===== config.mk =====
export PLATFORM = sky130hd
export DESIGN_NAME = pcs_receive
export DESIGN_NICKNAME = d
export VERILOG_FILES = /design/src/rtl/pcs_receive.sv
export SDC_FILE = /design/constraint.sdc
export NUM_CORES = 1
export LEC_CHECK = 0
export BUFFER_PORTS_ARGS = -buffer_cell sky130_fd_sc_hd__clkbuf_2
export CAP_MARGIN = 20
export CORE_MARGIN = 5
export CORE_UTILIZATION = 53
export DETAILED_ROUTE_END_ITERATION = 16
export HOLD_SLACK_MARGIN = 0.12
export PLACE_DENSITY = 0.77
export SYNTH_ARGS = -nofsm -noshare
export SYNTH_HDL_FRONTEND = slang
export SYNTH_SLANG_ARGS = --single-unit

===== constraint.sdc =====
create_clock -name Clk -period 2 [get_ports Clk]
set_clock_uncertainty 0.1 [all_clocks]
set_input_delay 0.2 -clock Clk [delete_from_list [all_inputs] [get_ports Clk]]
set_output_delay 0.2 -clock Clk [all_outputs]
set_load 0.02 [all_outputs]

===== src/rtl/pcs_receive.sv =====
// pcs_receive: receive-side PCS stage that frames SUDI code groups into GMII RXD/RX_DV/RX_ER.
// Ports:
//   Clk               receive clock, all state changes on its rising edge
//   mr_main_reset     asynchronous active-low reset
//   code_sync_status  1 = upstream synchronizer has acquired sync
//   SUDI[11:0]        [11] unused, [10:1] code group a..j (a = bit 10), [0] rx_even
//   RXD[7:0]          decoded octet HGFEDCBA (registered)
//   RX_DV             receive data valid (registered)
//   RX_ER             receive error (registered)
//   receiving         1 while inside a frame (registered)
module pcs_receive (
    input  logic        Clk,
    input  logic        mr_main_reset,
    input  logic        code_sync_status,
    input  logic [11:0] SUDI,
    output logic [7:0]  RXD,
    output logic        RX_DV,
    output logic        RX_ER,
    output logic        receiving
);
    typedef enum logic [2:0] {
        LINK_FAILED,
        WAIT_FOR_K,
        RX_K,
        IDLE_D,
        RECEIVE,
        TRI,
        TRR
    } state_t;

    // 5b/6b decode: returns {valid, EDCBA}; both disparity columns accepted
    function automatic logic [5:0] dec6(input logic [5:0] s);
        case (s)
            6'b100111, 6'b011000: dec6 = {1'b1, 5'd0};
            6'b011101, 6'b100010: dec6 = {1'b1, 5'd1};
            6'b101101, 6'b010010: dec6 = {1'b1, 5'd2};
            6'b110001:            dec6 = {1'b1, 5'd3};
            6'b110101, 6'b001010: dec6 = {1'b1, 5'd4};
            6'b101001:            dec6 = {1'b1, 5'd5};
            6'b011001:            dec6 = {1'b1, 5'd6};
            6'b111000, 6'b000111: dec6 = {1'b1, 5'd7};
            6'b111001, 6'b000110: dec6 = {1'b1, 5'd8};
            6'b100101:            dec6 = {1'b1, 5'd9};
            6'b010101:            dec6 = {1'b1, 5'd10};
            6'b110100:            dec6 = {1'b1, 5'd11};
            6'b001101:            dec6 = {1'b1, 5'd12};
            6'b101100:            dec6 = {1'b1, 5'd13};
            6'b011100:            dec6 = {1'b1, 5'd14};
            6'b010111, 6'b101000: dec6 = {1'b1, 5'd15};
            6'b011011, 6'b100100: dec6 = {1'b1, 5'd16};
            6'b100011:            dec6 = {1'b1, 5'd17};
            6'b010011:            dec6 = {1'b1, 5'd18};
            6'b110010:            dec6 = {1'b1, 5'd19};
            6'b001011:            dec6 = {1'b1, 5'd20};
            6'b101010:            dec6 = {1'b1, 5'd21};
            6'b011010:            dec6 = {1'b1, 5'd22};
            6'b111010, 6'b000101: dec6 = {1'b1, 5'd23};
            6'b110011, 6'b001100: dec6 = {1'b1, 5'd24};
            6'b100110:            dec6 = {1'b1, 5'd25};
            6'b010110:            dec6 = {1'b1, 5'd26};
            6'b110110, 6'b001001: dec6 = {1'b1, 5'd27};
            6'b001110:            dec6 = {1'b1, 5'd28};
            6'b101110, 6'b010001: dec6 = {1'b1, 5'd29};
            6'b011110, 6'b100001: dec6 = {1'b1, 5'd30};
            6'b101011, 6'b010100: dec6 = {1'b1, 5'd31};
            default:              dec6 = 6'b0;
        endcase
    endfunction

    // 3b/4b decode: returns {valid, HGF}; primary and alternate x.7 forms accepted
    function automatic logic [3:0] dec4(input logic [3:0] s);
        case (s)
            4'b1011, 4'b0100:                   dec4 = {1'b1, 3'd0};
            4'b1001:                            dec4 = {1'b1, 3'd1};
            4'b0101:                            dec4 = {1'b1, 3'd2};
            4'b1100, 4'b0011:                   dec4 = {1'b1, 3'd3};
            4'b1101, 4'b0010:                   dec4 = {1'b1, 3'd4};
            4'b1010:                            dec4 = {1'b1, 3'd5};
            4'b0110:                            dec4 = {1'b1, 3'd6};
            4'b1110, 4'b0001, 4'b0111, 4'b1000: dec4 = {1'b1, 3'd7};
            default:                            dec4 = 4'b0;
        endcase
    endfunction

    state_t     state, state_n;
    logic [7:0] rxd_n;
    logic       dv_n, er_n, rcv_n;
    logic [9:0] cg;
    logic       rx_even;
    logic [5:0] d6;
    logic [3:0] d4;
    logic       data_ok;
    logic [7:0] data;
    logic       is_comma, is_s, is_t, is_r, is_i, comma_even;
    logic       unused_sudi;

    assign unused_sudi = SUDI[11];
    assign cg          = SUDI[10:1];
    assign rx_even     = SUDI[0];
    assign d6          = dec6(cg[9:4]);
    assign d4          = dec4(cg[3:0]);
    assign data_ok     = d6[5] & d4[3];
    assign data        = {d4[2:0], d6[4:0]};

    // /S/, /T/ and /R/ also decode as D27.7, D29.7 and D23.7, so they are
    // matched explicitly and take precedence over the data path
    assign is_comma   = (cg == 10'b0011111010) || (cg == 10'b1100000101);
    assign is_s       = (cg == 10'b1101101000) || (cg == 10'b0010010111);
    assign is_t       = (cg == 10'b1011101000) || (cg == 10'b0100010111);
    assign is_r       = (cg == 10'b1110101000) || (cg == 10'b0001010111);
    assign is_i       = (cg == 10'b1010010110) || (cg == 10'b1001000101) ||
                        (cg == 10'b0110110101);
    assign comma_even = is_comma & rx_even;

    always_ff @(posedge Clk or negedge mr_main_reset) begin
        if (!mr_main_reset) begin
            state     <= LINK_FAILED;
            RXD       <= 8'h00;
            RX_DV     <= 1'b0;
            RX_ER     <= 1'b0;
            receiving <= 1'b0;
        end else begin
            state     <= state_n;
            RXD       <= rxd_n;
            RX_DV     <= dv_n;
            RX_ER     <= er_n;
            receiving <= rcv_n;
        end
    end

    always_comb begin
        state_n = state;
        rxd_n   = RXD;
        dv_n    = 1'b0;
        er_n    = 1'b0;
        rcv_n   = receiving;
        // receiving is kept on the forced transition so LINK_FAILED can flag the cut frame
        if (state != LINK_FAILED && !code_sync_status) begin
            state_n = LINK_FAILED;
        end else begin
            case (state)
                LINK_FAILED: begin
                    rcv_n   = 1'b0;
                    er_n    = receiving;
                    state_n = code_sync_status ? WAIT_FOR_K : LINK_FAILED;
                end
                WAIT_FOR_K: state_n = comma_even ? RX_K : WAIT_FOR_K;
                RX_K:       state_n = is_i ? IDLE_D : WAIT_FOR_K;
                IDLE_D: begin
                    if (comma_even) begin
                        state_n = RX_K;
                    end else if (is_s) begin
                        state_n = RECEIVE;
                        dv_n    = 1'b1;
                        rxd_n   = 8'h55;
                        rcv_n   = 1'b1;
                    end else if (!is_comma) begin
                        state_n = WAIT_FOR_K;
                        er_n    = 1'b1;
                    end
                end
                RECEIVE: begin
                    if (is_t) begin
                        state_n = TRI;
                        rcv_n   = 1'b0;
                    end else if (is_comma) begin
                        state_n = RX_K;
                        er_n    = 1'b1;
                        rcv_n   = 1'b0;
                    end else if (is_r) begin
                        state_n = WAIT_FOR_K;
                        er_n    = 1'b1;
                        rcv_n   = 1'b0;
                    end else if (data_ok && !is_s) begin
                        dv_n  = 1'b1;
                        rxd_n = data;
                    end else begin
                        dv_n  = 1'b1;
                        er_n  = 1'b1;
                        rxd_n = 8'h00;
                    end
                end
                TRI: begin
                    state_n = is_r ? TRR : WAIT_FOR_K;
                    er_n    = !is_r;
                end
                TRR:     state_n = is_r ? TRR : (comma_even ? RX_K : WAIT_FOR_K);
                default: state_n = LINK_FAILED;
            endcase
        end
    end
endmodule


Word level (Yosys, flattened, before mapping)
Memory sizes are Yosys's and may differ from the RTL's. Cells that the tools add are included.

Register bits: 14. Bits in read-only memories: 448. Input port bits: 15. Output and inout bits: 11. Word-level logic and storage cells: 95. Memories kept: 2.

Memory list: (name not given) (words 64, width 6, read ports 1, clocked after memory_dff 0, wr ports 0, line 33) `case (s)`; (name not given) (words 16, width 4, read ports 1, clocked after memory_dff 0, wr ports 0, line 72) `case (s)`.

Equal/unequal tests: 25. Multiplexer cells: 42. Bitwise gates (word level): 3. Reductions and logical operators: 18.

Operators with widths (count): $eq A10 B10 Y1 const B (6); $mux W8 (6); $mux W3 (9); $pmux W3 S7 (1); $eq A10 B8 Y1 const B (2); $eq A10 B9 Y1 const B (2); $mux W1 (20); $pmux W8 S2 (1); $eq A10 B7 Y1 const B (1); $ne A2 B2 Y1 const B (5); $ne A5 B5 Y1 const B (2); $eq A3 B3 Y1 const B (3); $reduce_and A7 Y1 (1); $eq A3 B2 Y1 const B (2); $logic_or A1 B1 Y1 (6); $reduce_bool A3 Y1 (2); $reduce_and A5 Y1 (1); $mux W2 (2); $ne A4 B4 Y1 const B (1); $pmux W1 S4 (1); $eq A3 B1 Y1 const B (1); $logic_not A1 Y1 (3); $logic_not A3 Y1 (1); $pmux W1 S3 (1); 6 further kinds (8).

Depth between registers and ports, before layout
Word-level depth: 10. Mapped depth: 9.

Worst setup path before layout
Ideal clock, no wire load.

Path type: in2reg. From: in SUDI[5]. To: reg RXD[2]. Library setup time: 125 ps. Arrival: 1845 ps. Data required time: 1775 ps. Path slack: -70 ps. Stages: 8. Path buffers: 0. Cells stage by stage: inv_1 -> ha_1 -> or3b_1 -> a211oi_1 -> a21oi_1 -> a2111oi_2 -> a211oi_1 -> mux2_4.

Longest elaborated chain between the ends: 9. Elaborated cells on any way between the ends: 28. Those cells by class: eq/ne (13); mux (5); bitwise (2); reduce/logical (7); memory (1).

Ends and longest elaborated chain: start, declared (line 15) `input logic [11:0] SUDI,`; parallel branches: the longest is 9 deep, another holds $mem_v2 Z64 W6; end signal, assigned (line 124) `RXD <= rxd_n;`; end, declared (line 16) `output logic [7:0] RXD,`.

Parallel ways; which one is timed is not known. The select of a mux whose other input is x is not followed. A chain may end at the register's enable or synchronous reset.

Worst setup path after layout
From: in SUDI[6]. To: reg RXD[2].

The elaborated chain is that of the path after synthesis.

==> metrics.yaml <==
yosys:
  avgSynthCellArea_um2: 7.82
  synthArstFlopShare_pct: 100
  synthCells: 238
  synthTopCellsByArea: "dfrtp_1, ha_1, mux2_4"
  synth-edff-count: 0
  yosysWarnings: 0
  synth_flop_cell: "dfrtp_1"
  syn_area_um2: 1860
  seq_area_frac_synth_pct: 18.8
  synth_area_leader_cell: "dfrtp_1"
  synth_top_area_share_pct: 18.8
  synth_seq_cells: 14
  syn_nets: 263
  yosysUniqueCellTypes: 61
setup_path:
  crit_path_max_fanout: 7
  cp_slowest_cell: "or3b_4"
  cp-startpoint: "SUDI[6]"
  reg2reg_from: "state[0]"
  path_cells: "clkbuf_2 -> buf_4 -> ha_4 -> or3b_4 -> a211oi_2 -> a21oi_1 -> a2111oi_2 -> a211oi_1 -> mux2_4"
  crit_path_start_kind: "input port"
  crit_buf_inv: 2
  arrival_ns: 2.02
  rrSetupSlack_ns: 0.13
  path_depth: 9
  cpPeakStageDelay_ns: 0.40
  endpoint: "RXD[2]"
  end_kind: "register"
  crit_type: "input port to register"
  rr_endpoint: "RXD[2]"
  critPathRequiredTime_ns: 2.09
  reg2reg_depth: 6
  path_delay_family: "compound AO/OA/AOI/OAI gates"
floorplanning:
  start_util_pct: 55.4
  num_rows: 21
  core_area_um2: 3360
  dieArea_um2: 4800
  die_y_um: 69.3
  io_pins: 26
  die-width_um: 69.3
run:
  cap_violations: 0
sta:
  finalCritPeriodShare_pct: 96.6
  final_max_slew_viol_count: 0
  fmax_ghz: 0.517
  rsz0062_at_grt: "false"
  hold_violations: 0
  worstMarginPinSlew_ns: 0.419
  relSlewSlack_pct: 71.9
  finalCriticalPeriod_ns: 1.93
  setup_viol: 0
  fin_ws_ns: 0.0671
layout:
  seqCellArea_um2: 350
  n_antenna_cell: 0
  final_common_cell: "buf_4"
  nFillCells: 298
  final_area_um2: 2470
  nets: 333
  final_core_util_pct: 73.4
  final_cell_mix: "buf_4, clkbuf_2, nor2_1"
  drive_gt1_share_pct: 36.3
  multi_input_area_um2: 1430
  syn_to_final_growth_pct: 32.5
placed_design:
  gp_routability_congestion: 0.907
  dp_hpwl_um: 4450
  dpl_cell_area_um2: 2410
  dp_slack_ns: -0.291
  numPortBuffers: 24
global_route:
  antenna_found_initial: 0
  grt_pass1_wl_um: 9630
  grtUsageTotal_pct: 24.1
  grt_max_degree: 27
  grt-ovfl-total: 0
  grt_pass1_vias: 2039
hold_path:
  hp-class: "input port to register"
clock_network:
  cts_buffers: 3
  cts_tree: "built"
  cts_max_path_buffers: 2
  ctsHtreeMaxLevel: 1
  clkLatencyLatePin_ns: 0.28
  path_clk_slew_ns: 0.09
  clkSinkCount: 14
  cts_root_buffer: "clkbuf_4"
power_and_ir_drop:
  leakagePower_uw: 0.00110
  max-vdd-ir-drop_uv: 544
  p_per_area_nw_per_um2: 441
detailed_routing:
  ant_nets: 0
  firstDrtPassIters: 4
  viasPerCell: 6.18
  wl_um: 5910
  via_count: 2177
  dr.first_iter.drc_count: 149
  drc: 0
  wire_per_inst_um: 16.8
run_status:
  status: "complete, no violations"
logic make-up (layout without fill, tap and decap cells):
group,count (synthesis),in the layout,share of synthesized area [%]
AO/OA/AOI/OAI,78,78,29.9
XOR/XNOR,1,1,0.471
adder cells (fa/ha/maj),12,12,7.86
buffers and inverters,26,94,6.18
flip-flops,14,14,18.8
multiplexers,9,9,6.52
AND/OR/NAND/NOR,98,98,30.2
final cells by class:
type	count	share of cell area, %
tap	46	2.33
inverter	9	1.37
timing repair buffer	82	23.1
clock buffer	3	0.913
multi-input combinational	198	58.1
sequential	14	14.2
where the power goes:
group | leakage, µW | switching [µW] | internal (µW)
clock network | 0.0000138 | 97.7 | 70.2
registers | 0.000182 | 24.3 | 318
logic | 0.000899 | 314 | 264
total | 0.00110 | 436 | 652
cell usage after synthesis (2+ instances only):
cell,number
a311oi_1,2
o22a_1,2
nand3b_1,4
dfrtp_1,14
nand3_2,2
a211oi_1,8
o31ai_1,2
nand4_1,3
a21o_1,4
nor2b_1,10
clkbuf_1,3
nand2b_1,5
o221ai_1,4
or4b_1,2
nor3b_1,2
buf_2,11
o21a_1,2
nand2_1,17
a221oi_1,2
o311ai_0,2
o31a_1,2
nor4_1,2
a2111oi_2,2
nor2_1,23
a31oi_1,2
o21ai_0,15
nand4b_1,5
nor3_1,7
inv_1,8
nand3_1,5
mux2i_1,2
a21oi_1,15
a22oi_1,2
ha_1,10
o21ai_1,2
buf_1,2
o211ai_1,2
and3_1,3
mux2_4,6
per-stage QoR:
| stage | power [µW] | instances | TNS, ns | hold WS [ns] |
|---|---|---|---|---|
| after global placement | 890 | 346 | -1.40 | 0.00792 |
| final | 1090 | 352 | 0 | 0.238 |
| after floorplan | 701 | 238 | 0 | -0.196 |
| after global routing | 1160 | 352 | 0 | 0.275 |
| after CTS | 1080 | 350 | 0 | 0.257 |
| after detailed placement | 905 | 346 | -2.17 | 0.0163 |
sequential cells by signal, summed over array words and instances, names as in the netlist:
| register | count |
|---|---|
| RXD | 8 |
| state | 3 |
| RX_DV | 1 |
| RX_ER | 1 |
| receiving | 1 |
per-layer routing:
metal  global-route usage [%]  wire, µm
met2                     41.3      2990
met3                     4.35       358
met4                     7.81       127
met5                        0         0
met1                     30.3      2430
timing repair:
action,4_1_cts,5_1_grt
endpoints found under the setup margin,0,8
setup buffers,0,2
gates resized for setup,0,7
hold buffers,1,0
hold endpoints to repair,14,0
worst min path at each step:
stage | from | to | slack [ns] | depth (start not counted)
6_report | SUDI[0] | state[2] | 0.24 | 3
5_1_grt | mr_main_reset | RXD[4] | 0.27 | 2
4_1_cts | code_sync_status | state[2] | 0.26 | 3
3_5_place_dp | mr_main_reset | state[1] | 0.02 | 1
3_3_place_gp | mr_main_reset | receiving | 0.008 | 1
2_1_floorplan | mr_main_reset | RXD[0] | -0.20 | 0
worst min-delay path, delay by kind of cell:
family / cells / cell delay (ns)
buffers and inverters: 1 / 0.13
AO/OA/AOI/OAI: 2 / 0.26
No activity file was read; power rests on OpenSTA's default activity.
